`config.mk`:
```
export PLATFORM = sky130hd
export DESIGN_NAME = aoi221_arc_tester_flat
export DESIGN_NICKNAME = d
export VERILOG_FILES = /design/src/rtl/aoi221_arc_tester_pkg.sv /design/src/rtl/aoi221_arc_tester_if.sv /design/src/rtl/aoi221_arc_tester_rom.sv /design/src/rtl/aoi221_arc_tester.sv /design/src/flat_wrapper.sv
export SDC_FILE = /design/constraint.sdc
export NUM_CORES = 1
export LEC_CHECK = 0
export BUFFER_PORTS_ARGS = -buffer_cell sky130_fd_sc_hd__buf_4
export CAP_MARGIN = 20
export CORE_MARGIN = 2
export CORE_UTILIZATION = 45
export DETAILED_ROUTE_END_ITERATION = 8
export GPL_ROUTABILITY_DRIVEN = 1
export PLACE_DENSITY = 0.73
export SYNTH_ARGS = -nofsm -noshare
export SYNTH_HDL_FRONTEND = slang
export SYNTH_HIERARCHICAL = 1
export SYNTH_SLANG_ARGS = --single-unit
```
`constraint.sdc`:
```
create_clock -name CK -period 2.5 [get_ports CK]
set_clock_uncertainty 0.2 [all_clocks]
set_input_delay 0.375 -clock CK [delete_from_list [all_inputs] [get_ports CK]]
set_output_delay 0.375 -clock CK [all_outputs]
set_load 0.02 [all_outputs]
```
`src/rtl/aoi221_arc_tester_pkg.sv`:
```
// Shared types for the AOI221 timing-arc self-test stage.
// Arc encoding, pin identifiers and FSM states.
package aoi221_arc_pkg;

    localparam int NUM_ARCS = 21;
    localparam logic [4:0] LAST_ARC = 5'(NUM_ARCS - 1);

    // Switching pin of an arc; side[] order is {A, B1, B2, C1, C2}
    typedef enum logic [2:0] {
        PIN_A,
        PIN_B1,
        PIN_B2,
        PIN_C1,
        PIN_C2
    } pin_e;

    typedef struct packed {
        pin_e       pin;
        logic [4:0] side;
    } arc_t;

    typedef enum logic [2:0] {
        IDLE,
        DRIVE,
        WAIT,
        CHECK,
        DONE
    } state_e;

    // Low phase must leave the output high, high phase must pull it low
    function automatic logic exp_zn(input logic ph);
        return ~ph;
    endfunction

endpackage

```
`src/rtl/aoi221_arc_tester_if.sv`:
```
// Control/observe bundle between the arc tester and its environment.
// AOI221_ARC_LOG_EN adds the per-arc fail_map vector.
interface aoi221_arc_tester_if;
    import aoi221_arc_pkg::*;

    logic       start;
    logic       zn;
    logic       a_o;
    logic       b1_o;
    logic       b2_o;
    logic       c1_o;
    logic       c2_o;
    logic       busy;
    logic       done;
    logic [5:0] err_cnt;
    logic       fail_valid;
    logic [5:0] fail_id;
`ifdef AOI221_ARC_LOG_EN
    logic [NUM_ARCS-1:0] fail_map;

    modport master (
        input  start, zn,
        output a_o, b1_o, b2_o, c1_o, c2_o,
        output busy, done, err_cnt, fail_valid, fail_id, fail_map
    );

    modport slave (
        output start, zn,
        input  a_o, b1_o, b2_o, c1_o, c2_o,
        input  busy, done, err_cnt, fail_valid, fail_id, fail_map
    );
`else
    modport master (
        input  start, zn,
        output a_o, b1_o, b2_o, c1_o, c2_o,
        output busy, done, err_cnt, fail_valid, fail_id
    );

    modport slave (
        output start, zn,
        input  a_o, b1_o, b2_o, c1_o, c2_o,
        input  busy, done, err_cnt, fail_valid, fail_id
    );
`endif

endinterface

```
`src/rtl/aoi221_arc_tester_rom.sv`:
```
// Arc table lookup: arc index -> switching pin and side values,
// expanded with the phase into the five pin drive values.
module aoi221_arc_rom
    import aoi221_arc_pkg::*;
(
    input  logic [4:0] arc,
    input  logic       ph,
    output logic [4:0] pins
);

    arc_t entry;

    // Sensitizing side values per arc, order {A, B1, B2, C1, C2}
    always_comb begin
        entry = '{pin: PIN_A, side: 5'b00000};
        case (arc)
            5'd0:  entry = '{pin: PIN_A,  side: 5'b00000};
            5'd1:  entry = '{pin: PIN_A,  side: 5'b00001};
            5'd2:  entry = '{pin: PIN_A,  side: 5'b00010};
            5'd3:  entry = '{pin: PIN_A,  side: 5'b00100};
            5'd4:  entry = '{pin: PIN_A,  side: 5'b00101};
            5'd5:  entry = '{pin: PIN_A,  side: 5'b00110};
            5'd6:  entry = '{pin: PIN_A,  side: 5'b01000};
            5'd7:  entry = '{pin: PIN_A,  side: 5'b01001};
            5'd8:  entry = '{pin: PIN_A,  side: 5'b01010};
            5'd9:  entry = '{pin: PIN_B1, side: 5'b00100};
            5'd10: entry = '{pin: PIN_B1, side: 5'b00101};
            5'd11: entry = '{pin: PIN_B1, side: 5'b00110};
            5'd12: entry = '{pin: PIN_B2, side: 5'b01000};
            5'd13: entry = '{pin: PIN_B2, side: 5'b01001};
            5'd14: entry = '{pin: PIN_B2, side: 5'b01010};
            5'd15: entry = '{pin: PIN_C1, side: 5'b00001};
            5'd16: entry = '{pin: PIN_C1, side: 5'b00101};
            5'd17: entry = '{pin: PIN_C1, side: 5'b01001};
            5'd18: entry = '{pin: PIN_C2, side: 5'b00010};
            5'd19: entry = '{pin: PIN_C2, side: 5'b00110};
            5'd20: entry = '{pin: PIN_C2, side: 5'b01010};
            default: entry = '{pin: PIN_A, side: 5'b00000};
        endcase
    end

    // Overlay the phase onto the switching pin's slot
    always_comb begin
        pins = entry.side;
        case (entry.pin)
            PIN_A:   pins[4] = ph;
            PIN_B1:  pins[3] = ph;
            PIN_B2:  pins[2] = ph;
            PIN_C1:  pins[1] = ph;
            PIN_C2:  pins[0] = ph;
            default: pins[4] = ph;
        endcase
    end

endmodule

```
`src/rtl/aoi221_arc_tester.sv`:
```
// AOI221 arc tester: sweeps 21 arcs x 2 phases, checks zn after settling.
// Optional AOI221_ARC_LOG_EN adds fail_map (one bit per failing arc).
module aoi221_arc_tester
    import aoi221_arc_pkg::*;
#(
    parameter int SETTLE_CYC = 2
) (
    input logic CK,
    input logic RST,
    aoi221_arc_tester_if.master bus
);

    localparam logic [3:0] SETTLE_LD = 4'(SETTLE_CYC - 1);

    state_e     state;
    state_e     state_nxt;
    logic [4:0] arc;
    logic       ph;
    logic [3:0] cnt;
    logic [4:0] rom_pins;
    logic [4:0] pins_q;
    logic [5:0] err_q;
    logic       fv_q;
    logic [5:0] fid_q;
    logic       mismatch;
`ifdef AOI221_ARC_LOG_EN
    logic [NUM_ARCS-1:0] map_q;
`endif

    aoi221_arc_rom u_rom (
        .arc  (arc),
        .ph   (ph),
        .pins (rom_pins)
    );

    assign mismatch = (state == CHECK) && (bus.zn != exp_zn(ph));

    // State register
    always_ff @(posedge CK or posedge RST) begin
        if (RST) state <= IDLE;
        else     state <= state_nxt;
    end

    // Next-state: drive, settle, check, step to next phase/arc
    always_comb begin
        state_nxt = state;
        case (state)
            IDLE, DONE: if (bus.start) state_nxt = DRIVE;
            DRIVE:      state_nxt = WAIT;
            WAIT:       if (cnt == 4'd0) state_nxt = CHECK;
            CHECK: begin
                if (!ph)                  state_nxt = DRIVE;
                else if (arc == LAST_ARC) state_nxt = DONE;
                else                      state_nxt = DRIVE;
            end
            default:    state_nxt = IDLE;
        endcase
    end

    // Sweep position, pin drive, settle counter and result capture
    always_ff @(posedge CK or posedge RST) begin
        if (RST) begin
            arc    <= '0;
            ph     <= 1'b0;
            cnt    <= '0;
            pins_q <= '0;
            err_q  <= '0;
            fv_q   <= 1'b0;
            fid_q  <= '0;
`ifdef AOI221_ARC_LOG_EN
            map_q  <= '0;
`endif
        end else begin
            case (state)
                IDLE, DONE: begin
                    if (bus.start) begin
                        arc   <= '0;
                        ph    <= 1'b0;
                        err_q <= '0;
                        fv_q  <= 1'b0;
                        fid_q <= '0;
`ifdef AOI221_ARC_LOG_EN
                        map_q <= '0;
`endif
                    end
                end
                DRIVE: begin
                    pins_q <= rom_pins;
                    cnt    <= SETTLE_LD;
                end
                WAIT: begin
                    if (cnt != 4'd0) cnt <= cnt - 4'd1;
                end
                CHECK: begin
                    if (mismatch) begin
                        if (err_q != 6'd63) err_q <= err_q + 6'd1;
                        if (!fv_q) begin
                            fv_q  <= 1'b1;
                            fid_q <= {arc, ph};
                        end
`ifdef AOI221_ARC_LOG_EN
                        map_q[arc] <= 1'b1;
`endif
                    end
                    if (!ph) begin
                        ph <= 1'b1;
                    end else if (arc != LAST_ARC) begin
                        arc <= arc + 5'd1;
                        ph  <= 1'b0;
                    end
                end
                default: ;
            endcase
        end
    end

    assign {bus.a_o, bus.b1_o, bus.b2_o, bus.c1_o, bus.c2_o} = pins_q;
    assign bus.busy       = (state == DRIVE) || (state == WAIT) || (state == CHECK);
    assign bus.done       = (state == DONE);
    assign bus.err_cnt    = err_q;
    assign bus.fail_valid = fv_q;
    assign bus.fail_id    = fid_q;
`ifdef AOI221_ARC_LOG_EN
    assign bus.fail_map   = map_q;
`endif

endmodule

```
`src/flat_wrapper.sv`:
```
// flat-port wrapper written by rule: the top's interface ports become plain ports
module aoi221_arc_tester_flat import aoi221_arc_pkg::*;
#(
    parameter int SETTLE_CYC = 2
)
  (CK, RST, bus_start, bus_zn, bus_a_o, bus_b1_o, bus_b2_o, bus_c1_o, bus_c2_o, bus_busy, bus_done, bus_err_cnt, bus_fail_valid, bus_fail_id);
  aoi221_arc_tester_if bus_i ();
  input logic CK;
  input logic RST;
  input wire logic [$bits(bus_i.start)-1:0] bus_start;
  input wire logic [$bits(bus_i.zn)-1:0] bus_zn;
  output wire logic [$bits(bus_i.a_o)-1:0] bus_a_o;
  output wire logic [$bits(bus_i.b1_o)-1:0] bus_b1_o;
  output wire logic [$bits(bus_i.b2_o)-1:0] bus_b2_o;
  output wire logic [$bits(bus_i.c1_o)-1:0] bus_c1_o;
  output wire logic [$bits(bus_i.c2_o)-1:0] bus_c2_o;
  output wire logic [$bits(bus_i.busy)-1:0] bus_busy;
  output wire logic [$bits(bus_i.done)-1:0] bus_done;
  output wire logic [$bits(bus_i.err_cnt)-1:0] bus_err_cnt;
  output wire logic [$bits(bus_i.fail_valid)-1:0] bus_fail_valid;
  output wire logic [$bits(bus_i.fail_id)-1:0] bus_fail_id;
  assign bus_i.start = bus_start;
  assign bus_i.zn = bus_zn;
  assign bus_a_o = bus_i.a_o;
  assign bus_b1_o = bus_i.b1_o;
  assign bus_b2_o = bus_i.b2_o;
  assign bus_c1_o = bus_i.c1_o;
  assign bus_c2_o = bus_i.c2_o;
  assign bus_busy = bus_i.busy;
  assign bus_done = bus_i.done;
  assign bus_err_cnt = bus_i.err_cnt;
  assign bus_fail_valid = bus_i.fail_valid;
  assign bus_fail_id = bus_i.fail_id;
  aoi221_arc_tester #(.SETTLE_CYC(SETTLE_CYC)) u_core (.CK(CK), .RST(RST), .bus(bus_i));
endmodule
```
# Word-level counts from Yosys, hierarchy flattened
# Memory sizes are Yosys's and may differ from the RTL's.
# Cells that the tools add are included.
dict set report word_totals {
  ff_bits 31
  mem_count 1
  latch_bits 0
  mem_bits_ro 224
  ramBits 0
  in_bits 4
}
dict set report op_classes {
  mux 29
  magnitude_cmp 0
  n_reduce_logical 17
  bitwise 1
  addsub 3
  n_shift 0
  n_mul 0
  n_eq_ne 20
  div_mod_pow 0
}
# memory depth width read_ports rd_ports_with_merged_regs wr line_no
set mem_list {}
lappend mem_list {{(name not given)} 32 7 1 0 0 aoi221_arc_tester_rom.sv:16} ;# case (arc)
# op count
set ops {}
lappend ops {{two-way mux 6 bit} 5}
lappend ops {{one-hot mux 6 bit (2 select lines)} 2}
lappend ops {{two-way mux 5 bit} 3}
lappend ops {{equality test 3 x 2 -> 1 bit (second input constant)} 4}
lappend ops {{two-way mux 3 bit} 4}
lappend ops {{one-hot mux 3 bit (4 select lines)} 1}
lappend ops {{AND reduction 4 bit} 3}
lappend ops {{one-hot mux 5 bit (2 select lines)} 1}
lappend ops {{two-way mux 1 bit} 9}
lappend ops {{inequality test 2 x 1 -> 1 bit (second input constant)} 4}
lappend ops {{inequality test 2 bit (second input constant)} 4}
lappend ops {{one-hot mux 4 bit (2 select lines)} 1}
lappend ops {{adder 6 x 1 -> 6 bit (second input constant)} 1}
lappend ops {{equality test 3 x 1 -> 1 bit (second input constant)} 2}
lappend ops {{equality test 3 bit (second input constant)} 2}
lappend ops {{inequality test 6 bit (second input constant)} 1}
lappend ops {{AND reduction 2 bit} 3}
lappend ops {{adder 5 x 1 -> 5 bit (second input constant)} 1}
lappend ops {{equality test 5 bit (second input constant)} 1}
lappend ops {{inequality test 5 bit (second input constant)} 1}
lappend ops {{zero test 4 bit} 1}
lappend ops {{two-way mux 4 bit} 1}
lappend ops {{one-hot mux 1 bit (2 select lines)} 2}
lappend ops {{nonzero test 2 bit} 2}
lappend ops {{10 further kinds} 11}

# Depth between registers and ports, before layout
# Gate-level depths: netlist of the first run.
dict set report depth {
  depth_word 5
  depth_mapped 7
  depth_no_buf 6
}

# Hierarchy
# The synthesis of the first run kept the hierarchy.
# mod area_each_um2 n_inst seq_area_each_um2 cells_each
set modules_own_cells {}
lappend modules_own_cells {aoi221_arc_tester 1576.5 1 775.7 143}
lappend modules_own_cells {aoi221_arc_rom 432.9 1 0.0 56}

# Worst setup path before layout of the first run
# Ideal clock, no wire load.
dict set report synth_timing {
  path_type {flip-flop to flip-flop}
  from {register u_core.arc[1]}
  to {register u_core.pins_q[1]}
  path_slack_ns 0.591
  stages_incl_launch_ff 7
  arrival_time_ns 1.584
  synth_period_minus_slack_ns 1.909
  n_path_buf 0
  path_cell_list {dfrtp_1 > inv_1 > ha_1 > mux2_2 > a32oi_1 > a31oi_1 > mux2_2}
}
dict set report synth_between {
  elab_chain_cells 3
}
# item line_no
set synth_lines {}
lappend synth_lines {{from (decl)} aoi221_arc_tester.sv:17} ;# logic [4:0] arc;
lappend synth_lines {{from (signal assigned)} aoi221_arc_tester.sv:108} ;# arc <= arc + 5'd1;
lappend synth_lines {{memory (32 x 7 bit) (*)} n/a}
lappend synth_lines {{equality test 3 x 2 -> 1 bit} aoi221_arc_tester_rom.sv:45} ;# case (entry.pin)
lappend synth_lines {{two-way mux 1 bit (*)} aoi221_arc_tester_rom.sv:45}
lappend synth_lines {{via u_core.rom_pins[1]} aoi221_arc_tester.sv:20} ;# logic [4:0] rom_pins;
lappend synth_lines {{to (signal assigned)} aoi221_arc_tester.sv:88} ;# pins_q <= rom_pins;
lappend synth_lines {{to (decl)} aoi221_arc_tester.sv:21} ;# logic [4:0] pins_q;
# Mark *: on every way through the listed nets, which the timed path passes. The rest lies on a longest branch.
# A chain may end at the register's enable or synchronous reset.

# Worst setup path in the final report of the first run
# Same ends and word-level chain as after synthesis.

==> impl_metrics.xml, run 1 <==
<?xml version="1.0" encoding="UTF-8"?>
<metrics>
  <group name="final_layout">
    <metric name="layout.cell_area.non_filler" unit="sq mm">0.00227</metric>
    <metric name="flow.area_growth_from_synthesis" unit="%">12.9</metric>
    <metric name="final_layout_size_suffix_gt1_share" unit="%">24.1</metric>
    <metric name="diodes_inserted" unit="">0</metric>
    <metric name="n_fill_cell" unit="">415</metric>
    <metric name="finish.net_count" unit="">236</metric>
  </group>
  <group name="clocking">
    <metric name="clock_tree.htree_level_count" unit="">2</metric>
    <metric name="tritoncts_buffers" unit="">5</metric>
    <metric name="tritoncts_clock_tree" unit="">built</metric>
    <metric name="worst_skew_late_latency" unit="ns">0.28</metric>
    <metric name="post_cts_resized" unit="">0</metric>
    <metric name="clock_sink_count" unit="">31</metric>
    <metric name="ctsLongestPathBuffers" unit="">2</metric>
    <metric name="clock-root-buffer" unit="">sky130_fd_sc_hd__clkbuf_8</metric>
    <metric name="clkTransAtPathRegs" unit="ns">0.07</metric>
  </group>
  <group name="synthesis">
    <metric name="yosysWarnings" unit="">6</metric>
    <metric name="syn_inst" unit="">199</metric>
    <metric name="most_used_flip_flop_cell_after_synthesis" unit="">sky130_fd_sc_hd__dfrtp_1</metric>
    <metric name="synth.top_cell.area_share" unit="%">38.6</metric>
    <metric name="post_synth.cell_area_avg" unit="sq um">10.1</metric>
    <metric name="synth_seq_cells" unit="">31</metric>
    <metric name="synth_most_common_cell" unit="">sky130_fd_sc_hd__dfrtp_1</metric>
    <metric name="synth_edf_count" unit="">0</metric>
    <metric name="synth_seq_area_share" unit="%">38.6</metric>
    <metric name="synthTopCellsByCount" unit="">31 x sky130_fd_sc_hd__dfrtp_1, 16 x sky130_fd_sc_hd__nor2_1, 14 x sky130_fd_sc_hd__inv_1, 10 x sky130_fd_sc_hd__nand2_1, 9 x sky130_fd_sc_hd__ha_1</metric>
    <metric name="synth_area_leaders" unit="">sky130_fd_sc_hd__dfrtp_1 39%, sky130_fd_sc_hd__ha_1 5.6%, sky130_fd_sc_hd__mux2_2 4.5%, sky130_fd_sc_hd__nor2_1 3.0%, sky130_fd_sc_hd__inv_1 2.6%</metric>
    <metric name="synth_area_leader_cell" unit="">sky130_fd_sc_hd__dfrtp_1</metric>
    <metric name="cell_area_synth" unit="sq mm">0.00201</metric>
    <metric name="async_s_r_ff_share_synth" unit="%">100</metric>
    <metric name="synth_cell_types" unit="">62</metric>
    <metric name="synth_fp_nets" unit="">212</metric>
  </group>
  <group name="power">
    <metric name="power.share.combinational" unit="%">48.5</metric>
    <metric name="totalPowerFinal" unit="mW">2.41</metric>
    <metric name="ratio_of_total_power_to_cell_area" unit="mW/mm^2">1060</metric>
    <metric name="p_leak" unit="nW">1.03</metric>
    <metric name="switching_share" unit="%">42.9</metric>
    <metric name="vdd.ir_drop.worst" unit="mV">0.601</metric>
    <metric name="p_clk_share" unit="%">15.4</metric>
    <metric name="pwr-share-seq" unit="%">36.0</metric>
    <metric name="power_report.internal_total" unit="mW">1.38</metric>
    <metric name="total_switching_power" unit="mW">1.04</metric>
  </group>
  <group name="placed_design">
    <metric name="port-buffer-count" unit="">23</metric>
    <metric name="gpl.final_weighted_congestion" unit="">0.937</metric>
    <metric name="dp_hpwl" unit="microns">2860</metric>
    <metric name="post-place-ws" unit="ns">0.413</metric>
    <metric name="placed_cell_area" unit="sq mm">0.00218</metric>
  </group>
  <group name="timing">
    <metric name="maxClockFrequency" unit="GHz">0.476</metric>
    <metric name="finalCriticalPeriod" unit="ns">2.10</metric>
    <metric name="layout_setup_ws" unit="ns">0.399</metric>
    <metric name="setup_viol" unit="">0</metric>
    <metric name="timing.hold.ws" unit="ns">0.0684</metric>
    <metric name="timing.setup.tns" unit="ns">0</metric>
    <metric name="rsz_0062_raised_after_global_routing" unit="">no</metric>
    <metric name="slew_headroom" unit="%">54.1</metric>
    <metric name="timing.final.max_slew_violations" unit="">0</metric>
    <metric name="tightestPinTransition" unit="ns">0.688</metric>
    <metric name="min_period_over_period" unit="%">84.1</metric>
    <metric name="hold_viol_final" unit="">0</metric>
  </group>
  <group name="die">
    <metric name="floorplan.die_area" unit="sq mm">0.00502</metric>
    <metric name="initial_core_util" unit="%">46.5</metric>
    <metric name="die_width" unit="microns">70.8</metric>
    <metric name="floorplan.die.height" unit="microns">70.8</metric>
    <metric name="placeableCoreArea" unit="sq mm">0.00432</metric>
    <metric name="num_rows" unit="">24</metric>
    <metric name="ioPinCount" unit="">24</metric>
  </group>
  <group name="status">
    <metric name="run_status" unit="">completed</metric>
  </group>
  <group name="detailed_routing">
    <metric name="drt-pass1-iter-count" unit="">4</metric>
    <metric name="detail_route.wl_per_cell" unit="microns">14.4</metric>
    <metric name="drt-vias-per-instance" unit="">5.63</metric>
    <metric name="post-route-drc-count" unit="">0</metric>
    <metric name="num_vias" unit="">1555</metric>
    <metric name="drtIter0Drc" unit="">108</metric>
    <metric name="totalWireLength" unit="microns">3990</metric>
    <metric name="drt.antenna.violating_nets" unit="">0</metric>
  </group>
  <group name="min_path">
    <metric name="worstHoldPathCells" unit="">2</metric>
    <metric name="min_path_type" unit="">input pin to flop</metric>
    <metric name="hold_start" unit="">bus_start</metric>
  </group>
  <group name="worst_setup_path">
    <metric name="cp-startpoint" unit="">u_core/arc[1]</metric>
    <metric name="class_of_the_most_critical_setup_path" unit="">flop to flop</metric>
    <metric name="ff2ff_path_depth" unit="">6</metric>
    <metric name="crit_path_required_time" unit="ns">2.46</metric>
    <metric name="critical_path_source_type" unit="">flop</metric>
    <metric name="crit_fanout" unit="">12</metric>
    <metric name="arrival" unit="ns">2.06</metric>
    <metric name="regToRegSetupSlack" unit="ns">0.40</metric>
    <metric name="worstReg2RegStart" unit="">u_core/arc[1]</metric>
    <metric name="cp-end-kind" unit="">flop</metric>
  </group>
  <group name="job">
    <metric name="timing.max_cap.violations" unit="">0</metric>
  </group>
  <group name="grt">
    <metric name="grt_remaining_overflow" unit="">0</metric>
    <metric name="antenna_found_initial" unit="">0</metric>
    <metric name="grt_usage" unit="%">17.0</metric>
    <metric name="via_count_of_the_first_global_routing_pass" unit="">1497</metric>
    <metric name="grt_max_degree" unit="">32</metric>
    <metric name="wire_length_of_the_first_global_routing_pass" unit="microns">6840</metric>
  </group>
</metrics>
==> metrics by stage <==
stage               utilization (%)  cells
finish                         52.5    276
global route                   52.5    276
CTS                            52.5    276
detailed placement             50.3    267
global placement               50.3    267
floorplan                         -    199
==> final timing paths <==
check                              endpoint
setup / recovery           u_core/pins_q[1]
hold / removal              u_core/state[2]
hold reg to reg               u_core/cnt[0]
max in group asynchronous     u_core/arc[1]
min in group asynchronous  u_core/pins_q[4]
setup reg to reg           u_core/pins_q[1]
==> routing by layer <==
| metal | up-vias | share of wire, % | GRT usage, % | wire length (microns) |
|---|---|---|---|---|
| met5 | - | 0 | 0 | 0 |
| li1 | 762 | - | - | - |
| met3 | 5 | 4.0 | 3.42 | 161 |
| met4 | 0 | 0.93 | 6.29 | 37 |
| met2 | 39 | 48 | 28.0 | 1910 |
| met1 | 749 | 47 | 22.2 | 1880 |
==> registers in the layout, indices dropped and copies added, names as in the netlist <==
| name | flops |
|---|---|
| u_core/arc | 5 |
| u_core/bus.err_cnt | 6 |
| u_core/bus.fail_id | 6 |
| u_core/bus.fail_valid | 1 |
| u_core/cnt | 4 |
| u_core/ph | 1 |
| u_core/pins_q | 5 |
| u_core/state | 3 |
==> power groups by stage <==
stage               Clock, mW  Sequential [mW]  Combinational, mW
global placement            0            0.876               1.15
finish                  0.373            0.870               1.17
CTS                     0.388            0.872               1.18
floorplan                   0            0.910              0.842
detailed placement          0            0.880               1.18
global route            0.408            0.906               1.30
==> worst max-delay path, cell delays in order, from the launching register on <==
cell                      delay (ns)
sky130_fd_sc_hd__dfrtp_1        0.56
sky130_fd_sc_hd__inv_1          0.15
sky130_fd_sc_hd__ha_1           0.25
sky130_fd_sc_hd__mux2_2         0.29
sky130_fd_sc_hd__a32oi_1        0.17
sky130_fd_sc_hd__a31oi_1        0.10
sky130_fd_sc_hd__mux2_2         0.27
==> kinds of logic (layout without fill, tap and decap cells) <==
| family | after synthesis | after routing | synth area share (%) |
|---|---|---|---|
| buffers and inverters | 25 | 50 | 7.60 |
| AO/OA/AOI/OAI | 44 | 44 | 16.2 |
| XOR/XNOR | 5 | 5 | 2.55 |
| AND/OR/NAND/NOR | 72 | 72 | 22.5 |
| adder cells (fa/ha/maj) | 9 | 9 | 5.60 |
| multiplexers | 13 | 13 | 6.97 |
| flip-flops | 31 | 31 | 38.6 |
==> placed cells by master (no fill, tap or decap), types with 2 or more instances in the layout <==
cell type	count
sky130_fd_sc_hd__or3_1	2
sky130_fd_sc_hd__nor2b_1	3
sky130_fd_sc_hd__nor2_1	16
sky130_fd_sc_hd__nand2_1	10
sky130_fd_sc_hd__clkbuf_1	2
sky130_fd_sc_hd__nand3_1	7
sky130_fd_sc_hd__xnor2_1	3
sky130_fd_sc_hd__o211ai_1	2
sky130_fd_sc_hd__o21a_1	4
sky130_fd_sc_hd__mux2i_1	5
sky130_fd_sc_hd__o21ai_0	6
sky130_fd_sc_hd__a31oi_1	4
sky130_fd_sc_hd__nor4b_2	2
sky130_fd_sc_hd__dfrtp_1	31
sky130_fd_sc_hd__nand2b_1	3
sky130_fd_sc_hd__inv_1	14
sky130_fd_sc_hd__a22o_1	5
sky130_fd_sc_hd__ha_1	9
sky130_fd_sc_hd__mux2_2	8
sky130_fd_sc_hd__clkbuf_8	5
sky130_fd_sc_hd__and3_1	4
sky130_fd_sc_hd__nor3b_1	2
sky130_fd_sc_hd__nor3_1	5
sky130_fd_sc_hd__a21oi_1	7
sky130_fd_sc_hd__buf_4	27
==> what timing repair did <==
action	CTS	global route
setup buffers	0	0
setup endpoints to repair	0	0
hold buffers	1	0
hold endpoints to repair	31	0
==> final cells by class <==
class | instances | area (sq um) | area share (%)
multi-input cells | 143 | 1080 | 47.7
flip-flops and latches | 31 | 776 | 34.2
repair buffers | 28 | 213 | 9.38
clock buffers | 7 | 76.3 | 3.36
well taps | 52 | 65.1 | 2.87
inverters | 14 | 52.6 | 2.32
clock inverters | 1 | 5.00 | 0.221
Note: power is estimated with default switching activity, not from simulation.
==> run 2: changes to the inputs <==
==> constraint.sdc (replaced) <==
create_clock -name CK -period 2 [get_ports CK]
set_clock_uncertainty 0.2 [all_clocks]
set_input_delay 0.3 -clock CK [delete_from_list [all_inputs] [get_ports CK]]
set_output_delay 0.3 -clock CK [all_outputs]
set_load 0.02 [all_outputs]
==> impl_metrics.xml, run 2 (same netlist as run 1, synthesis figures left out) <==
<?xml version="1.0" encoding="UTF-8"?>
<metrics>
  <group name="die">
    <metric name="floorplan.die_area" unit="sq mm">0.00502</metric>
    <metric name="ioPinCount" unit="">24</metric>
    <metric name="floorplan.die.height" unit="microns">70.8</metric>
    <metric name="placeableCoreArea" unit="sq mm">0.00432</metric>
    <metric name="initial_core_util" unit="%">46.5</metric>
    <metric name="num_rows" unit="">24</metric>
    <metric name="die_width" unit="microns">70.8</metric>
  </group>
  <group name="timing">
    <metric name="finalCriticalPeriod" unit="ns">1.88</metric>
    <metric name="maxClockFrequency" unit="GHz">0.531</metric>
    <metric name="tightestPinTransition" unit="ns">0.489</metric>
    <metric name="slew_headroom" unit="%">67.2</metric>
    <metric name="rsz_0062_raised_after_global_routing" unit="">no</metric>
    <metric name="timing.setup.tns" unit="ns">0</metric>
    <metric name="setup_viol" unit="">0</metric>
    <metric name="min_period_over_period" unit="%">94.2</metric>
    <metric name="timing.final.max_slew_violations" unit="">0</metric>
    <metric name="hold_viol_final" unit="">0</metric>
  </group>
  <group name="placed_design">
    <metric name="port-buffer-count" unit="">23</metric>
    <metric name="gpl.final_weighted_congestion" unit="">0.890</metric>
    <metric name="dp_hpwl" unit="microns">2880</metric>
    <metric name="placed_cell_area" unit="sq mm">0.00224</metric>
  </group>
  <group name="detailed_routing">
    <metric name="drt.antenna.violating_nets" unit="">0</metric>
    <metric name="drt-vias-per-instance" unit="">5.60</metric>
    <metric name="post-route-drc-count" unit="">0</metric>
    <metric name="drt-pass1-iter-count" unit="">4</metric>
    <metric name="num_vias" unit="">1595</metric>
    <metric name="drtIter0Drc" unit="">144</metric>
    <metric name="totalWireLength" unit="microns">3990</metric>
    <metric name="detail_route.wl_per_cell" unit="microns">14.0</metric>
  </group>
  <group name="worst_setup_path">
    <metric name="setup.worst_path.end" unit="">u_core/pins_q[1]</metric>
    <metric name="crit_slowest_cell" unit="">sky130_fd_sc_hd__dfrtp_1</metric>
    <metric name="class_of_the_most_critical_setup_path" unit="">flop to flop</metric>
    <metric name="crit_fanout" unit="">5</metric>
    <metric name="worstReg2RegStart" unit="">u_core/arc[1]</metric>
    <metric name="cp-startpoint" unit="">u_core/arc[1]</metric>
    <metric name="cp-end-kind" unit="">flop</metric>
    <metric name="regToRegSetupSlack" unit="ns">0.12</metric>
    <metric name="regToRegEndpoint" unit="">u_core/pins_q[1]</metric>
    <metric name="cpMostUsedCell" unit="">sky130_fd_sc_hd__mux2_2</metric>
    <metric name="arrival" unit="ns">1.84</metric>
    <metric name="crit_path_required_time" unit="ns">1.96</metric>
    <metric name="maximum_cell_stage_delay_along_the_critical_path" unit="ns">0.41</metric>
    <metric name="crit_path_cell_trace" unit="">inv_1 -&gt; ha_1 -&gt; mux2_2 -&gt; a32oi_1 -&gt; a31oi_1 -&gt; mux2_2</metric>
    <metric name="ff2ff_path_depth" unit="">6</metric>
    <metric name="critical_path_source_type" unit="">flop</metric>
  </group>
  <group name="grt">
    <metric name="via_count_of_the_first_global_routing_pass" unit="">1555</metric>
    <metric name="grt_usage" unit="%">17.5</metric>
    <metric name="grt_max_degree" unit="">32</metric>
    <metric name="wire_length_of_the_first_global_routing_pass" unit="microns">7020</metric>
    <metric name="antenna_found_initial" unit="">0</metric>
    <metric name="grt_remaining_overflow" unit="">0</metric>
  </group>
  <group name="min_path">
    <metric name="min_path_type" unit="">input pin to flop</metric>
    <metric name="hold_start" unit="">bus_zn</metric>
  </group>
  <group name="clocking">
    <metric name="ctsLongestPathBuffers" unit="">2</metric>
    <metric name="tritoncts_clock_tree" unit="">built</metric>
    <metric name="clock-root-buffer" unit="">sky130_fd_sc_hd__clkbuf_8</metric>
    <metric name="clock_tree.htree_level_count" unit="">2</metric>
    <metric name="worst_skew_late_latency" unit="ns">0.28</metric>
    <metric name="clkTransAtPathRegs" unit="ns">0.06</metric>
    <metric name="tritoncts_buffers" unit="">5</metric>
    <metric name="clock_sink_count" unit="">31</metric>
  </group>
  <group name="power">
    <metric name="vdd.ir_drop.worst" unit="mV">0.743</metric>
    <metric name="ratio_of_total_power_to_cell_area" unit="mW/mm^2">1330</metric>
    <metric name="p_leak" unit="nW">1.08</metric>
  </group>
  <group name="final_layout">
    <metric name="flow.area_growth_from_synthesis" unit="%">17.4</metric>
    <metric name="diodes_inserted" unit="">0</metric>
    <metric name="final_layout_size_suffix_gt1_share" unit="%">28.8</metric>
    <metric name="most-common-layout-cells" unit="">36 x sky130_fd_sc_hd__buf_4, 30 x sky130_fd_sc_hd__dfrtp_1, 16 x sky130_fd_sc_hd__nor2_1</metric>
    <metric name="final_common_cell" unit="">sky130_fd_sc_hd__buf_4</metric>
    <metric name="n_fill_cell" unit="">408</metric>
    <metric name="layout.cell_area.non_filler" unit="sq mm">0.00236</metric>
    <metric name="finish.net_count" unit="">246</metric>
  </group>
  <group name="status">
    <metric name="run_status" unit="">completed</metric>
  </group>
  <group name="job">
    <metric name="timing.max_cap.violations" unit="">0</metric>
  </group>
</metrics>
-- run 2: cell count changes in the layout (fill, tap and decap cells not counted), sizes merged --
| cell | before | now |
|---|---|---|
| clkbuf | 7 | 6 |
| buf | 27 | 36 |
| dlygate4sd3 | 1 | 2 |
-- run 2: critical path: cells and delay by family, from the launching register on --
kind                       cells  cell delay, ns
AOI/OAI and AO/OA              2            0.30
adders and majority gates      1            0.22
buffers and inverters          1            0.10
DFF                            1            0.41
muxes                          2            0.54
-- run 2: worst min path at each step --
stage,cells past startpoint,end
3_5_place_dp,3,u_core/cnt[2]
3_3_place_gp,3,u_core/cnt[2]
2_1_floorplan,1,u_core/state[2]
6_report,3,u_core/bus.fail_id[0]
4_1_cts,3,u_core/bus.fail_id[0]
5_1_grt,3,u_core/bus.fail_id[0]
-- run 2: cell type report --
| cell class | instances | area (sq um) | area share [%] |
|---|---|---|---|
| Multi-Input combinational cell | 143 | 1090 | 46.0 |
| Inverter | 14 | 52.6 | 2.23 |
| Clock buffer | 6 | 82.6 | 3.50 |
| Sequential cell | 31 | 777 | 32.9 |
| Clock inverter | 1 | 5.00 | 0.212 |
| Tap cell | 52 | 65.1 | 2.76 |
| Timing Repair Buffer | 38 | 290 | 12.3 |
-- run 2: metal layers --
layer  GRT usage (%)  share of wire [%]  vias up
met4            6.29                2.0        0
met1            23.6                 45      750
met2            26.6                 47       52
li1                -                  -      780
met5               0                  0        -
met3            5.84                5.5       13
-- run 2: per-stage QoR --
step	utilization (%)	power, mW	setup WS (ns)	hold slack [ns]	instances
finish	54.5	3.13	0.117	0.125	285
global route	54.5	3.39	0.0117	0.130	285
CTS	54.4	3.15	0.0961	0.108	285
detailed placement	51.9	2.63	0.114	0.213	276
global placement	51.9	2.61	0.146	0.210	276
floorplan	-	2.19	0.0909	0.189	199
-- run 2: where the power goes --
part / internal, mW / leakage [nW] / total, mW / switching, mW
registers: 0.822 / 0.407 / 1.06 / 0.236
clock network: 0.269 / 0.0470 / 0.487 / 0.218
logic: 0.719 / 0.627 / 1.59 / 0.869
total: 1.81 / 1.08 / 3.13 / 1.32
-- run 2: timing repair --
item	CTS	global route
resized for setup	0	4
endpoints found under the hold margin	32	0
setup buffers	0	0
hold buffers	2	0
setup endpoints to repair	0	3
==> run 3: changes to the inputs <==
--- a/config.mk
+++ b/config.mk
@@ -6,7 +6,8 @@
 export NUM_CORES = 1
 export LEC_CHECK = 0
 export BUFFER_PORTS_ARGS = -buffer_cell sky130_fd_sc_hd__buf_4
-export CAP_MARGIN = 20
+export CAP_MARGIN = 10
+export CORE_ASPECT_RATIO = 1.75
 export CORE_MARGIN = 2
 export CORE_UTILIZATION = 45
 export DETAILED_ROUTE_END_ITERATION = 8
@@ -14,5 +15,4 @@
 export PLACE_DENSITY = 0.73
 export SYNTH_ARGS = -nofsm -noshare
 export SYNTH_HDL_FRONTEND = slang
-export SYNTH_HIERARCHICAL = 1
 export SYNTH_SLANG_ARGS = --single-unit
==> impl_metrics.xml, run 3 <==
<?xml version="1.0" encoding="UTF-8"?>
<metrics>
  <group name="status">
    <metric name="run_status" unit="">completed</metric>
  </group>
  <group name="synthesis">
    <metric name="synth_fp_nets" unit="">217</metric>
    <metric name="most_used_flip_flop_cell_after_synthesis" unit="">sky130_fd_sc_hd__dfrtp_1</metric>
    <metric name="syn_inst" unit="">206</metric>
    <metric name="synth_area_leader_cell" unit="">sky130_fd_sc_hd__dfrtp_1</metric>
    <metric name="synth_edf_count" unit="">0</metric>
    <metric name="cell_area_synth" unit="sq mm">0.00193</metric>
    <metric name="synth_most_common_cell" unit="">sky130_fd_sc_hd__dfrtp_1</metric>
    <metric name="synth_seq_area_share" unit="%">40.2</metric>
    <metric name="synth_cell_types" unit="">59</metric>
    <metric name="synth_seq_cells" unit="">31</metric>
    <metric name="synthTopCellsByCount" unit="">31 x sky130_fd_sc_hd__dfrtp_1, 23 x sky130_fd_sc_hd__nor2_1, 15 x sky130_fd_sc_hd__nand2_1, 13 x sky130_fd_sc_hd__inv_1</metric>
    <metric name="async_s_r_ff_share_synth" unit="%">100</metric>
    <metric name="synth.top_cell.area_share" unit="%">40.2</metric>
    <metric name="post_synth.cell_area_avg" unit="sq um">9.38</metric>
    <metric name="synth_area_leaders" unit="">sky130_fd_sc_hd__dfrtp_1 40%, sky130_fd_sc_hd__ha_1 4.5%, sky130_fd_sc_hd__nor2_1 4.5%, sky130_fd_sc_hd__mux2i_1 4.1%, sky130_fd_sc_hd__nand2_1 2.9%</metric>
    <metric name="yosysWarnings" unit="">0</metric>
  </group>
  <group name="die">
    <metric name="placeableCoreArea" unit="sq mm">0.00415</metric>
    <metric name="die_width" unit="microns">53.5</metric>
    <metric name="initial_core_util" unit="%">46.5</metric>
    <metric name="ioPinCount" unit="">24</metric>
    <metric name="floorplan.die_area" unit="sq mm">0.00485</metric>
    <metric name="floorplan.die.height" unit="microns">90.7</metric>
    <metric name="num_rows" unit="">31</metric>
  </group>
  <group name="clocking">
    <metric name="clock_sink_count" unit="">31</metric>
    <metric name="tritoncts_clock_tree" unit="">built</metric>
    <metric name="clock_tree.htree_level_count" unit="">2</metric>
    <metric name="clkTransAtPathRegs" unit="ns">0.07</metric>
    <metric name="clock-root-buffer" unit="">sky130_fd_sc_hd__clkbuf_8</metric>
    <metric name="ctsLongestPathBuffers" unit="">2</metric>
    <metric name="count_of_buffers_added_by_post_cts_timing_repair_for_setup" unit="">0</metric>
    <metric name="tritoncts_buffers" unit="">5</metric>
    <metric name="worst_skew_late_latency" unit="ns">0.29</metric>
  </group>
  <group name="timing">
    <metric name="tightestPinTransition" unit="ns">0.399</metric>
    <metric name="finalCriticalPeriod" unit="ns">1.85</metric>
    <metric name="rsz_0062_raised_after_global_routing" unit="">no</metric>
    <metric name="layout_setup_ws" unit="ns">0.154</metric>
    <metric name="hold_viol_final" unit="">0</metric>
    <metric name="setup_viol" unit="">0</metric>
    <metric name="maxClockFrequency" unit="GHz">0.542</metric>
    <metric name="slew_headroom" unit="%">73.4</metric>
    <metric name="timing.final.max_slew_violations" unit="">0</metric>
    <metric name="min_period_over_period" unit="%">92.3</metric>
    <metric name="timing.setup.tns" unit="ns">0</metric>
  </group>
  <group name="final_layout">
    <metric name="finish.net_count" unit="">248</metric>
    <metric name="final_common_cell" unit="">sky130_fd_sc_hd__buf_4</metric>
    <metric name="final_layout_size_suffix_gt1_share" unit="%">23.9</metric>
    <metric name="final_util" unit="%">55.3</metric>
    <metric name="most-common-layout-cells" unit="">36 x sky130_fd_sc_hd__buf_4, 30 x sky130_fd_sc_hd__dfrtp_1, 23 x sky130_fd_sc_hd__nor2_1</metric>
    <metric name="diodes_inserted" unit="">0</metric>
    <metric name="flow.area_growth_from_synthesis" unit="%">18.8</metric>
    <metric name="n_fill_cell" unit="">389</metric>
  </group>
  <group name="worst_setup_path">
    <metric name="critical_path_source_type" unit="">flop</metric>
    <metric name="crit_slowest_cell" unit="">sky130_fd_sc_hd__or3b_2</metric>
    <metric name="crit_fanout" unit="">5</metric>
    <metric name="class_of_the_most_critical_setup_path" unit="">flop to flop</metric>
    <metric name="maximum_cell_stage_delay_along_the_critical_path" unit="ns">0.47</metric>
    <metric name="regToRegEndpoint" unit="">u_core.cnt[1]</metric>
    <metric name="path_buf_inv" unit="">1</metric>
    <metric name="worstReg2RegStart" unit="">u_core.cnt[0]</metric>
    <metric name="ff2ff_path_depth" unit="">5</metric>
    <metric name="crit_path_cell_trace" unit="">inv_1 -&gt; ha_1 -&gt; or3b_2 -&gt; and2_1 -&gt; o31ai_1</metric>
    <metric name="regToRegSetupSlack" unit="ns">0.15</metric>
    <metric name="cp-end-kind" unit="">flop</metric>
    <metric name="arrival" unit="ns">1.84</metric>
    <metric name="path_delay_family" unit="">simple AND/OR/NAND/NOR gates</metric>
    <metric name="crit_path_required_time" unit="ns">1.99</metric>
  </group>
  <group name="grt">
    <metric name="via_count_of_the_first_global_routing_pass" unit="">1717</metric>
    <metric name="grt_remaining_overflow" unit="">0</metric>
    <metric name="antenna_found_initial" unit="">0</metric>
    <metric name="wire_length_of_the_first_global_routing_pass" unit="microns">7510</metric>
    <metric name="grt_max_degree" unit="">32</metric>
    <metric name="grt_usage" unit="%">20.4</metric>
  </group>
  <group name="placed_design">
    <metric name="dp_hpwl" unit="microns">3110</metric>
    <metric name="gpl.final_weighted_congestion" unit="">0.972</metric>
    <metric name="port-buffer-count" unit="">23</metric>
    <metric name="post-place-ws" unit="ns">0.0902</metric>
  </group>
  <group name="power">
    <metric name="vdd.ir_drop.worst" unit="mV">0.863</metric>
    <metric name="power_report.internal_total" unit="mW">1.84</metric>
    <metric name="switching_share" unit="%">44.2</metric>
    <metric name="power.share.combinational" unit="%">53.3</metric>
    <metric name="total_switching_power" unit="mW">1.46</metric>
    <metric name="p_clk_share" unit="%">15.2</metric>
    <metric name="ratio_of_total_power_to_cell_area" unit="mW/mm^2">1440</metric>
    <metric name="p_leak" unit="nW">1.08</metric>
    <metric name="pwr-share-seq" unit="%">31.5</metric>
  </group>
  <group name="min_path">
    <metric name="hold-path-endpoint" unit="">u_core.state[2]</metric>
    <metric name="hold_start" unit="">bus_start</metric>
    <metric name="min_path_type" unit="">input pin to flop</metric>
    <metric name="worstHoldPathCells" unit="">2</metric>
  </group>
  <group name="detailed_routing">
    <metric name="drtIter0Drc" unit="">35</metric>
    <metric name="drt-pass1-iter-count" unit="">4</metric>
    <metric name="totalWireLength" unit="microns">4290</metric>
    <metric name="num_vias" unit="">1639</metric>
    <metric name="detail_route.wl_per_cell" unit="microns">14.9</metric>
    <metric name="drt.antenna.violating_nets" unit="">0</metric>
    <metric name="post-route-drc-count" unit="">0</metric>
    <metric name="drt-vias-per-instance" unit="">5.71</metric>
  </group>
  <group name="job">
    <metric name="timing.max_cap.violations" unit="">0</metric>
  </group>
</metrics>
-- run 3: cell types whose count changed in the layout (fill, tap and decap cells not counted), sizes merged, moves of 3 or more --
cell,delta
nand2,+4
nor2,+7
nand2b,+3
mux2,-7
o21a,-3
mux2i,+3
-- run 3: worst max-delay path by stage --
stage                               start                    end  slack (ns)  cells past startpoint
after floorplan             u_core.arc[1]          u_core.arc[4]        0.03                      8
after global placement    u_core.state[0]  u_core.bus.err_cnt[0]        0.11                      4
after detailed placement  u_core.state[0]  u_core.bus.err_cnt[0]        0.09                      4
after CTS                 u_core.state[0]  u_core.bus.err_cnt[0]        0.07                      4
after global routing        u_core.arc[1]          u_core.arc[4]       0.004                      6
final                       u_core.cnt[0]          u_core.cnt[1]        0.15                      5
-- run 3: power groups by stage --
stage	clock network (mW)	registers, mW	logic, mW
6_report	0.501	1.04	1.76
5_1_grt	0.538	1.08	1.94
4_1_cts	0.518	1.04	1.76
3_5_place_dp	0	1.05	1.74
3_3_place_gp	0	1.05	1.72
2_1_floorplan	0	1.11	1.16
-- run 3: layer usage --
metal  share of wire, %  up-vias  track usage (%)
met5                  0        -                0
met2                 54       42             33.5
met1                 40      791             23.4
met3                3.6       15             3.97
li1                   -      791                -
met4                2.8        0             11.5
-- run 3: cell type report --
type	instances	area, sq um	area share [%]
repair buffers	37	280	12.2
clock inverters	3	20.0	0.872
clock buffers	5	68.8	3.00
well taps	49	61.3	2.67
flip-flops and latches	31	777	33.9
inverters	13	48.8	2.13
multi-input cells	149	1040	45.3
-- run 3: timing repair --
action / in CTS / in global routing
hold buffers: 1 / 0
endpoints found under the setup margin: 0 / 2
hold endpoints to repair: 31 / 0
gates resized for setup: 0 / 2
-- run 3: logic make-up after synthesis --
group                    count (synthesis)  share of synthesized area [%]
AO/OA/AOI/OAI                           45                           17.1
AND/OR/NAND/NOR                         81                           23.6
adder cells (fa/ha/maj)                  7                           4.53
flip-flops                              31                           40.2
buffers and inverters                   26                           6.48
XOR/XNOR                                 7                           3.17
multiplexers                             9                           4.92
-- run 3: metrics by stage --
| stage | power, mW | instances | instance area, sq um | hold WS, ns |
|---|---|---|---|---|
| floorplan | 2.27 | 206 | 1940 | 0.204 |
| finish | 3.30 | 287 | 2290 | 0.0279 |
| global placement | 2.76 | 278 | 2190 | 0.209 |
| CTS | 3.32 | 287 | 2290 | 0.0200 |
| global route | 3.56 | 287 | 2290 | 0.0698 |
| detailed placement | 2.80 | 278 | 2190 | 0.217 |
